File: config.mk
export PLATFORM = sky130hd
export DESIGN_NAME = qe_wiz_cycle_ctrl
export DESIGN_NICKNAME = d
export VERILOG_FILES = /design/src/rtl/qe_bus_pkg.sv /design/src/rtl/qe_sync2.sv /design/src/rtl/qe_wiz_cycle_ctrl.sv
export SDC_FILE = /design/constraint.sdc
export NUM_CORES = 1
export LEC_CHECK = 0
export ABC_AREA = 1
export ABC_CLOCK_PERIOD_IN_PS = 1500
export CAP_MARGIN = 10
export CORE_MARGIN = 8
export CORE_UTILIZATION = 48
export DETAILED_ROUTE_END_ITERATION = 16
export MAX_ROUTING_LAYER = met4
export PLACE_DENSITY = 0.73
export SLEW_MARGIN = 20
export SYNTH_ARGS = -nofsm -noshare
export SYNTH_HDL_FRONTEND = slang
export SYNTH_HIERARCHICAL = 1
export SYNTH_SLANG_ARGS = --single-unit
File: constraint.sdc
create_clock -name clk -period 1.5 [get_ports clk]
set_input_delay 0.225 -clock clk [delete_from_list [all_inputs] [get_ports clk]]
set_output_delay 0.225 -clock clk [all_outputs]
set_load 0.03 [all_outputs]
File: src/rtl/qe_bus_pkg.sv
// Shared types for the QL expansion-bus to W5300 cycle sequencer:
// FSM state encoding, counter widths and the registered output bundle.
package qe_bus_pkg;

  localparam int unsigned CNT_W = 4;
  localparam int unsigned TMO_W = 8;

  typedef enum logic [2:0] {
    ST_IDLE,
    ST_SETUP,
    ST_STROBE,
    ST_ACK,
    ST_HOLD
  } qe_state_e;

  typedef struct packed {
    logic csl;
    logic rdl;
    logic wrl;
    logic dbenl;
    logic dbdir;
    logic dtackl;
  } qe_bus_out_t;

  localparam qe_bus_out_t BUS_IDLE = '{
    csl:    1'b1,
    rdl:    1'b1,
    wrl:    1'b1,
    dbenl:  1'b1,
    dbdir:  1'b0,
    dtackl: 1'b1
  };

  // Output levels to present while sitting in state st for an access of direction rw_q.
  function automatic qe_bus_out_t bus_outputs(input qe_state_e st, input logic rw_q);
    qe_bus_out_t o;
    o = BUS_IDLE;
    if (st != ST_IDLE) o.dbdir = ~rw_q;
    case (st)
      ST_SETUP: begin
        o.csl   = 1'b0;
        o.dbenl = 1'b0;
      end
      ST_STROBE: begin
        o.csl   = 1'b0;
        o.dbenl = 1'b0;
        o.rdl   = ~rw_q;
        o.wrl   = rw_q;
      end
      // Write strobe released here: that rising edge is where the W5300 latches data.
      ST_ACK: begin
        o.csl    = 1'b0;
        o.dbenl  = 1'b0;
        o.rdl    = ~rw_q;
        o.dtackl = 1'b0;
      end
      default: ;
    endcase
    return o;
  endfunction

endpackage

File: src/rtl/qe_sync2.sv
// Two-flop synchroniser for an asynchronous level input, with a selectable reset level.
module qe_sync2 #(
  parameter logic RST_VAL = 1'b0
) (
  input  logic clk,
  input  logic resetl,
  input  logic i_d,
  output logic o_q
);

  logic r_meta;
  logic r_sync;

  always_ff @(posedge clk or negedge resetl) begin
    if (!resetl) begin
      r_meta <= RST_VAL;
      r_sync <= RST_VAL;
    end else begin
      r_meta <= i_d;
      r_sync <= r_meta;
    end
  end

  assign o_q = r_sync;

endmodule

File: src/rtl/qe_wiz_cycle_ctrl.sv
// 68008 bus-cycle sequencer for the W5300: programmable setup/strobe/hold, buffer control, DTACK.
// Optional ACK watchdog enabled by defining QE_WIZ_TIMEOUT_EN.
module qe_wiz_cycle_ctrl
  import qe_bus_pkg::*;
#(
  parameter int unsigned SETUP_CYC   = 1,
  parameter int unsigned STROBE_CYC  = 3,
  parameter int unsigned HOLD_CYC    = 1,
  parameter int unsigned TIMEOUT_CYC = 200
) (
  input  logic clk,
  input  logic resetl,
  input  logic wizsel,
  input  logic dsl,
  input  logic rdwl,
  output logic wizcsl,
  output logic wizrdl,
  output logic wizwrl,
  output logic dbenl,
  output logic dbdir,
  output logic dtackl,
  output logic timeout
);

  localparam logic [CNT_W-1:0] SETUP_LD  = CNT_W'((SETUP_CYC > 0) ? SETUP_CYC - 1 : 0);
  localparam logic [CNT_W-1:0] STROBE_LD = CNT_W'(STROBE_CYC - 1);
  localparam logic [CNT_W-1:0] HOLD_LD   = CNT_W'(HOLD_CYC - 1);

  if (SETUP_CYC > 15 || STROBE_CYC < 1 || STROBE_CYC > 15 ||
      HOLD_CYC < 1 || HOLD_CYC > 15 || TIMEOUT_CYC < 1 || TIMEOUT_CYC > 255) begin : g_bad_cfg
    $error("qe_wiz_cycle_ctrl: timing parameter out of range");
  end

  logic w_wizsel_s;
  logic w_dsl_s;
  logic w_start;

  qe_sync2 #(.RST_VAL(1'b0)) u_sync_wizsel (
    .clk    (clk),
    .resetl (resetl),
    .i_d    (wizsel),
    .o_q    (w_wizsel_s)
  );

  qe_sync2 #(.RST_VAL(1'b1)) u_sync_dsl (
    .clk    (clk),
    .resetl (resetl),
    .i_d    (dsl),
    .o_q    (w_dsl_s)
  );

  assign w_start = w_wizsel_s & ~w_dsl_s;

  qe_state_e        r_state;
  logic [CNT_W-1:0] r_cnt;
  logic             r_rw_q;
  qe_bus_out_t      r_out;
`ifdef QE_WIZ_TIMEOUT_EN
  localparam logic [TMO_W-1:0] TMO_LAST = TMO_W'(TIMEOUT_CYC - 1);
  logic [TMO_W-1:0] r_tcnt;
  logic             r_timeout;
`endif

  // Outputs are registered alongside the state, so they always reflect the state being entered.
  always_ff @(posedge clk or negedge resetl) begin
    if (!resetl) begin
      r_state <= ST_IDLE;
      r_cnt   <= '0;
      r_rw_q  <= 1'b1;
      r_out   <= BUS_IDLE;
`ifdef QE_WIZ_TIMEOUT_EN
      r_tcnt    <= '0;
      r_timeout <= 1'b0;
`endif
    end else begin
      case (r_state)
        ST_IDLE: begin
          if (w_start) begin
            r_rw_q <= rdwl;
            if (SETUP_CYC == 0) begin
              r_state <= ST_STROBE;
              r_cnt   <= STROBE_LD;
              r_out   <= bus_outputs(ST_STROBE, rdwl);
            end else begin
              r_state <= ST_SETUP;
              r_cnt   <= SETUP_LD;
              r_out   <= bus_outputs(ST_SETUP, rdwl);
            end
          end
        end

        ST_SETUP: begin
          if (w_dsl_s) begin
            r_state <= ST_HOLD;
            r_cnt   <= HOLD_LD;
            r_out   <= bus_outputs(ST_HOLD, r_rw_q);
          end else if (r_cnt == '0) begin
            r_state <= ST_STROBE;
            r_cnt   <= STROBE_LD;
            r_out   <= bus_outputs(ST_STROBE, r_rw_q);
          end else begin
            r_cnt <= r_cnt - CNT_W'(1);
          end
        end

        ST_STROBE: begin
          if (w_dsl_s) begin
            r_state <= ST_HOLD;
            r_cnt   <= HOLD_LD;
            r_out   <= bus_outputs(ST_HOLD, r_rw_q);
          end else if (r_cnt == '0) begin
            r_state <= ST_ACK;
            r_out   <= bus_outputs(ST_ACK, r_rw_q);
`ifdef QE_WIZ_TIMEOUT_EN
            r_tcnt  <= '0;
`endif
          end else begin
            r_cnt <= r_cnt - CNT_W'(1);
          end
        end

        // Only the CPU releasing DS (or the watchdog) ends the access.
        ST_ACK: begin
          if (w_dsl_s) begin
            r_state <= ST_HOLD;
            r_cnt   <= HOLD_LD;
            r_out   <= bus_outputs(ST_HOLD, r_rw_q);
          end
`ifdef QE_WIZ_TIMEOUT_EN
          else if (r_tcnt == TMO_LAST) begin
            r_state   <= ST_HOLD;
            r_cnt     <= HOLD_LD;
            r_out     <= bus_outputs(ST_HOLD, r_rw_q);
            r_timeout <= 1'b1;
          end else begin
            r_tcnt <= r_tcnt + TMO_W'(1);
          end
`endif
        end

        ST_HOLD: begin
          if (r_cnt == '0) begin
            r_state <= ST_IDLE;
            r_out   <= BUS_IDLE;
          end else begin
            r_cnt <= r_cnt - CNT_W'(1);
          end
        end

        default: begin
          r_state <= ST_IDLE;
          r_cnt   <= '0;
          r_out   <= BUS_IDLE;
        end
      endcase
    end
  end

  assign wizcsl = r_out.csl;
  assign wizrdl = r_out.rdl;
  assign wizwrl = r_out.wrl;
  assign dbenl  = r_out.dbenl;
  assign dbdir  = r_out.dbdir;
  assign dtackl = r_out.dtackl;
`ifdef QE_WIZ_TIMEOUT_EN
  assign timeout = r_timeout;
`else
  assign timeout = 1'b0;
`endif

endmodule

== Yosys cells after proc, flatten, opt, wreduce, memory -nomap -nowiden ==
Index checks and enable logic that the tools add are counted.
Storage, ports and cells
  register bits: 18
  input bits: 5
  output and inout port bits: 7
  word-level logic and storage cells: 55
Cells by class
  add/sub/neg operators: 1
  equal/unequal tests: 9
  muxes and demuxes: 23
  bitwise gates (word level): 4
  reduce and logical (&&, ||, !) cells: 5
Operators by type and width (number)
  6-bit 2-to-1 mux: 7
  6-bit one-hot mux with 5 select lines: 1
  4-bit 2-to-1 mux: 6
  3-bit 2-to-1 mux: 7
  4-bit one-hot mux with 5 select lines: 1
  3-bit one-hot mux with 5 select lines: 1
  3-bit by 2-bit equality test with 1-bit output (second input constant): 2
  3-bit by 2-bit != test with 1-bit output (second input constant): 2
  5-bit AND reduction: 1
  4-bit zero test: 1
  2-bit != test (second input constant): 2
  2-bit AND reduction: 2
  4-bit by 1-bit subtractor with 4-bit output (second input constant): 1
  3-bit by 1-bit equality test with 1-bit output (second input constant): 1
  3-bit equality test (second input constant): 1
  3-bit zero test: 1
  1-bit inverter: 3
  2-bit by 1-bit != test with 1-bit output (second input constant): 1
  1-bit bitwise AND: 1

== Longest topological paths before layout ==
  word-level depth: 4
  depth in mapped cells: 9

== By module ==
Netlist, hierarchy kept.
Modules (own cells, without submodules)
  qe_wiz_cycle_ctrl: times used 1, cells an instance 113, area an instance 853.3 um^2, seq. area each 331.6 um^2
  qe_sync2 (u_sync_dsl): times used 1, cells an instance 2, area an instance 52.6 um^2, seq. area each 52.6 um^2
  qe_sync2 (u_sync_wizsel): times used 1, cells an instance 2, area an instance 50.0 um^2, seq. area each 50.0 um^2

== Worst setup path before layout ==
OpenSTA, ideal clock, no wires.
  path kind: register to register
  start: register r_cnt[0]
  end: register r_cnt[0]
  data arrival time: 1.360 ns
  slack: 0.012 ns
  cell stages (with the launch flop): 8
  path buffers: 0
  period minus slack after synthesis: 1.488 ns
  cell sequence: dfrtp_1 inv_1 ha_1 nand3_1 ha_1 inv_1 a21oi_1 o21ai_0
Between the ends
  longest elaborated chain between the ends: 4
  elaborated cells between the ends (all ways): 7
  those cells by class: add/sub (1); mux (5); reduce/logical (1)
RTL lines
  from (decl): RTL line qe_wiz_cycle_ctrl.sv:55  | logic [CNT_W-1:0] r_cnt;
  from (signal assigned): RTL line qe_wiz_cycle_ctrl.sv:102  | r_cnt <= r_cnt - CNT_W'(1);
  from (signal assigned): RTL line qe_wiz_cycle_ctrl.sv:118  | r_cnt <= r_cnt - CNT_W'(1);
  from (signal assigned): RTL line qe_wiz_cycle_ctrl.sv:146  | r_cnt <= r_cnt - CNT_W'(1);
  4-bit by 1-bit subtractor with 4-bit output / 4-bit zero test (equally long branches)
  4-bit 2-to-1 mux (on tied branches): RTL line qe_wiz_cycle_ctrl.sv:111, qe_wiz_cycle_ctrl.sv:142, qe_wiz_cycle_ctrl.sv:97
  4-bit 2-to-1 mux (on tied branches): RTL line qe_wiz_cycle_ctrl.sv:107, qe_wiz_cycle_ctrl.sv:93
  4-bit one-hot mux with 5 select lines (*): RTL line qe_wiz_cycle_ctrl.sv:76  | case (r_state)
Mark *: on every way between the ends. The rest lies on a longest branch, timed or not.
A chain may end at the register's enable or synchronous reset.

== Worst setup path in the final report ==
  start: register r_out, in the netlist dtackl
  end: output dtackl
RTL lines
  from (decl): RTL line qe_wiz_cycle_ctrl.sv:57  | qe_bus_out_t r_out;
  from (signal assigned): RTL line qe_wiz_cycle_ctrl.sv:83  | r_out <= bus_outputs(ST_STROBE, rdwl);
  from (signal assigned): RTL line qe_wiz_cycle_ctrl.sv:87  | r_out <= bus_outputs(ST_SETUP, rdwl);
  from (signal assigned): RTL line qe_wiz_cycle_ctrl.sv:96  | r_out <= bus_outputs(ST_HOLD, r_rw_q);
  to (decl): RTL line qe_wiz_cycle_ctrl.sv:21  | output logic dtackl,
No word-level cell between the ends.

==> reports/qor.yml <==
outcome: "finished clean"
r2r_setup_slack_ns: 0.07
syn_nets: 124
start_util_pct: 49.7
area_delta_synth_final_pct: 16.8
power_leakage_nw: 0.591
cts_tree: "built"
p_int_w: 0.00137
drt-total-wl_mm: 1.93
top_regs: "r_cnt x4, r_state x3"
grt_max_degree: 18
clock.fmax_mhz: 699
cp.arrival_ns: 1.20
setup_viol: 0
cp-end-kind: "output pin"
largest_reg_flops: 4
regMostFlops: "r_cnt"
crit_path_start: "dtackl"
netlist-cell-type-count: 24
max_stage_delay_ns: 0.54
diodes: 0
seq_power_share_pct: 29.7
final_design_area_no_fill_um2: 1120
antenna_found_initial: 0
ys_seq_elements: 17
cts_root_buf: "clkbuf_4"
cp.required_ns: 1.27
post_drt_wl_per_cell_um: 12.2
syn_area_um2: 956
die_w_um: 60.6
critical_path.top_delay_family: "flip-flops"
clock-sinks: 17
grt_first_pass_wirelength_mm: 3.38
swShare_pct: 50.5
drc: 0
rsz0062_at_grt: "no"
gp_congestion: 0.923
htreeDepth: 1
path_clk_slew_ns: 0.10
syn_inst: 117
min_path_type: "in -> async"
clk_latency_ns: 0.30
slew_viol_final: 0
r2r-start: "r_cnt[1]"
cp_num_buf_inv: 1
p_comb_share_pct: 61.2
grt_pass1_vias: 765
min_period_ns: 1.43
fin_util_pct: 58.1
core_um2: 1920
r2r_cells: 7
dr.pass1.iters: 4
p_sw_w: 0.00140
crit_type: "reg -> out"
cp_slowest_cell: "dfstp_2"
fp.dieH_um: 60.6
finalCritPeriodShare_pct: 95.3
rr_endpoint: "r_cnt[0]"
drive_above_1_share_pct: 25.2
start_kind: "register"
pre_cts_slack_ns: 0.0419
numCtsBuffers: 3
ir_drop_mv: 1.33
overflow: 0
viasPerCell: 4.94
fin_nets: 139
drtIter0Drc: 27
io_buffers: 10
vias: 780
dp_hpwl_mm: 1.47
die_area_um2: 3680
hold_viol_final: 0
seq_area_frac_synth_pct: 45.4
post-cts-setup-buffer-count: 0
p_per_area_nw_per_um2: 2470
drtAntennaViolNets: 0
synth_top_area_share_pct: 26.2
clock_skew_ns: 0.00239
maxCapViolCount: 0
cts_hold_buffers: 0
ios: 12
dpl-instance-area_um2: 1090
yosys_warnings: 6
cts_buffer_depth: 2
cp_max_fo: 2
synth_area_leaders: "dfrtp_1 26%, dfstp_2 19%, nand2_1 13%, nand3_1 7.9%, inv_1 6.3%"
p_total_w: 0.00276
fp-row-count: 16
avgSynthCellArea_um2: 8.17
setup_ws_ns: 0.0702
grt_usage_pct: 13.0
path_cells: "clkdlybuf4s15_1"
yosysTopAreaCell: "dfrtp_1"
pwr-share-clk_pct: 9.1
fin_setup_tns_ns: 0
[synthesized netlist by cell type, drive strengths merged]
| master | count |
|---|---|
| xor2 | 2 |
| nand3 | 16 |
| nand4 | 4 |
| dfrtp | 10 |
| nor2 | 6 |
| a31oi | 1 |
| dfstp | 7 |
| o21ai | 4 |
| nand2 | 40 |
| inv | 18 |
| nand3b | 1 |
| buf | 2 |
| conb | 1 |
| o22ai | 1 |
| a21oi | 2 |
| ha | 2 |
[area by class of cell]
type                    count  area [um2]
flip-flops and latches     17         434
clock buffers               3        22.5
inverters                  18        72.6
repair buffers             12         104
clock inverters             1        5.00
fillers                   185         806
multi-input cells          80         444
well taps                  27        33.8
[per-layer routing]
layer / wire length [um] / up-vias / share of wire (%) / GRT usage [%]
met5: 0 / - / 0 / -
met4: 44 / 0 / 2.3 / 6.98
met3: 82 / 5 / 4.2 / 3.81
met2: 895 / 23 / 46 / 20.1
met1: 906 / 354 / 47 / 14.8
li1: - / 398 / - / -
[logic make-up after synthesis]
group | Yosys count | share of synthesized area (%)
AOI/OAI and AO/OA | 8 | 4.84
and+or+nand+nor | 67 | 35.7
other | 1 | 0.392
DFF | 17 | 45.4
buffers and inverters | 20 | 9.16
adders and majority gates | 2 | 2.62
xor gates and xnor gates | 2 | 1.83
[cells in the final DEF, fill, tap and decap left out, drive strengths merged]
cell type	n
o21ai	4
buf	2
nand3	16
o22ai	1
nand3b	1
a31oi	1
clkbuf	5
dfstp	7
dlygate4sd2	1
clkinv	1
a21oi	2
inv	18
conb	1
ha	2
nand4	4
nor2	6
nand2	40
xor2	2
clkdlybuf4s15	3
clkdlybuf4s50	4
dfrtp	10
[through the flow]
stage	std cells	hold slack, ns
3_3_place_gp	154	0.332
3_5_place_dp	154	0.340
2_1_floorplan	117	-0.0706
5_1_grt	158	0.230
6_report	158	0.228
4_1_cts	158	0.230
[how the worst max path moves through the flow]
| stage | depth (start not counted) | to | slack, ns |
|---|---|---|---|
| after floorplan | 7 | r_cnt[0] | 0.01 |
| after global placement | 1 | wizcsl | 0.09 |
| after detailed placement | 7 | r_cnt[0] | 0.04 |
| after CTS | 1 | wizcsl | 0.006 |
| after global routing | 1 | dtackl | 0.01 |
| final | 1 | dtackl | 0.07 |
[power by group through the flow]
| stage | registers, W | logic, W | clock network [W] |
|---|---|---|---|
| after global placement | 0.000817 | 0.00169 | 0 |
| after detailed placement | 0.000818 | 0.00171 | 0 |
| after global routing | 0.000846 | 0.00190 | 0.000280 |
| after CTS | 0.000806 | 0.00167 | 0.000263 |
| after floorplan | 0.000928 | 0.00116 | 0 |
| final | 0.000819 | 0.00169 | 0.000251 |
[what timing repair did]
item,in CTS,in global routing
setup endpoints to repair,6,10
resized for setup,6,12
endpoints found under the hold margin,0,0
Power figures use the tool's default switching activity.
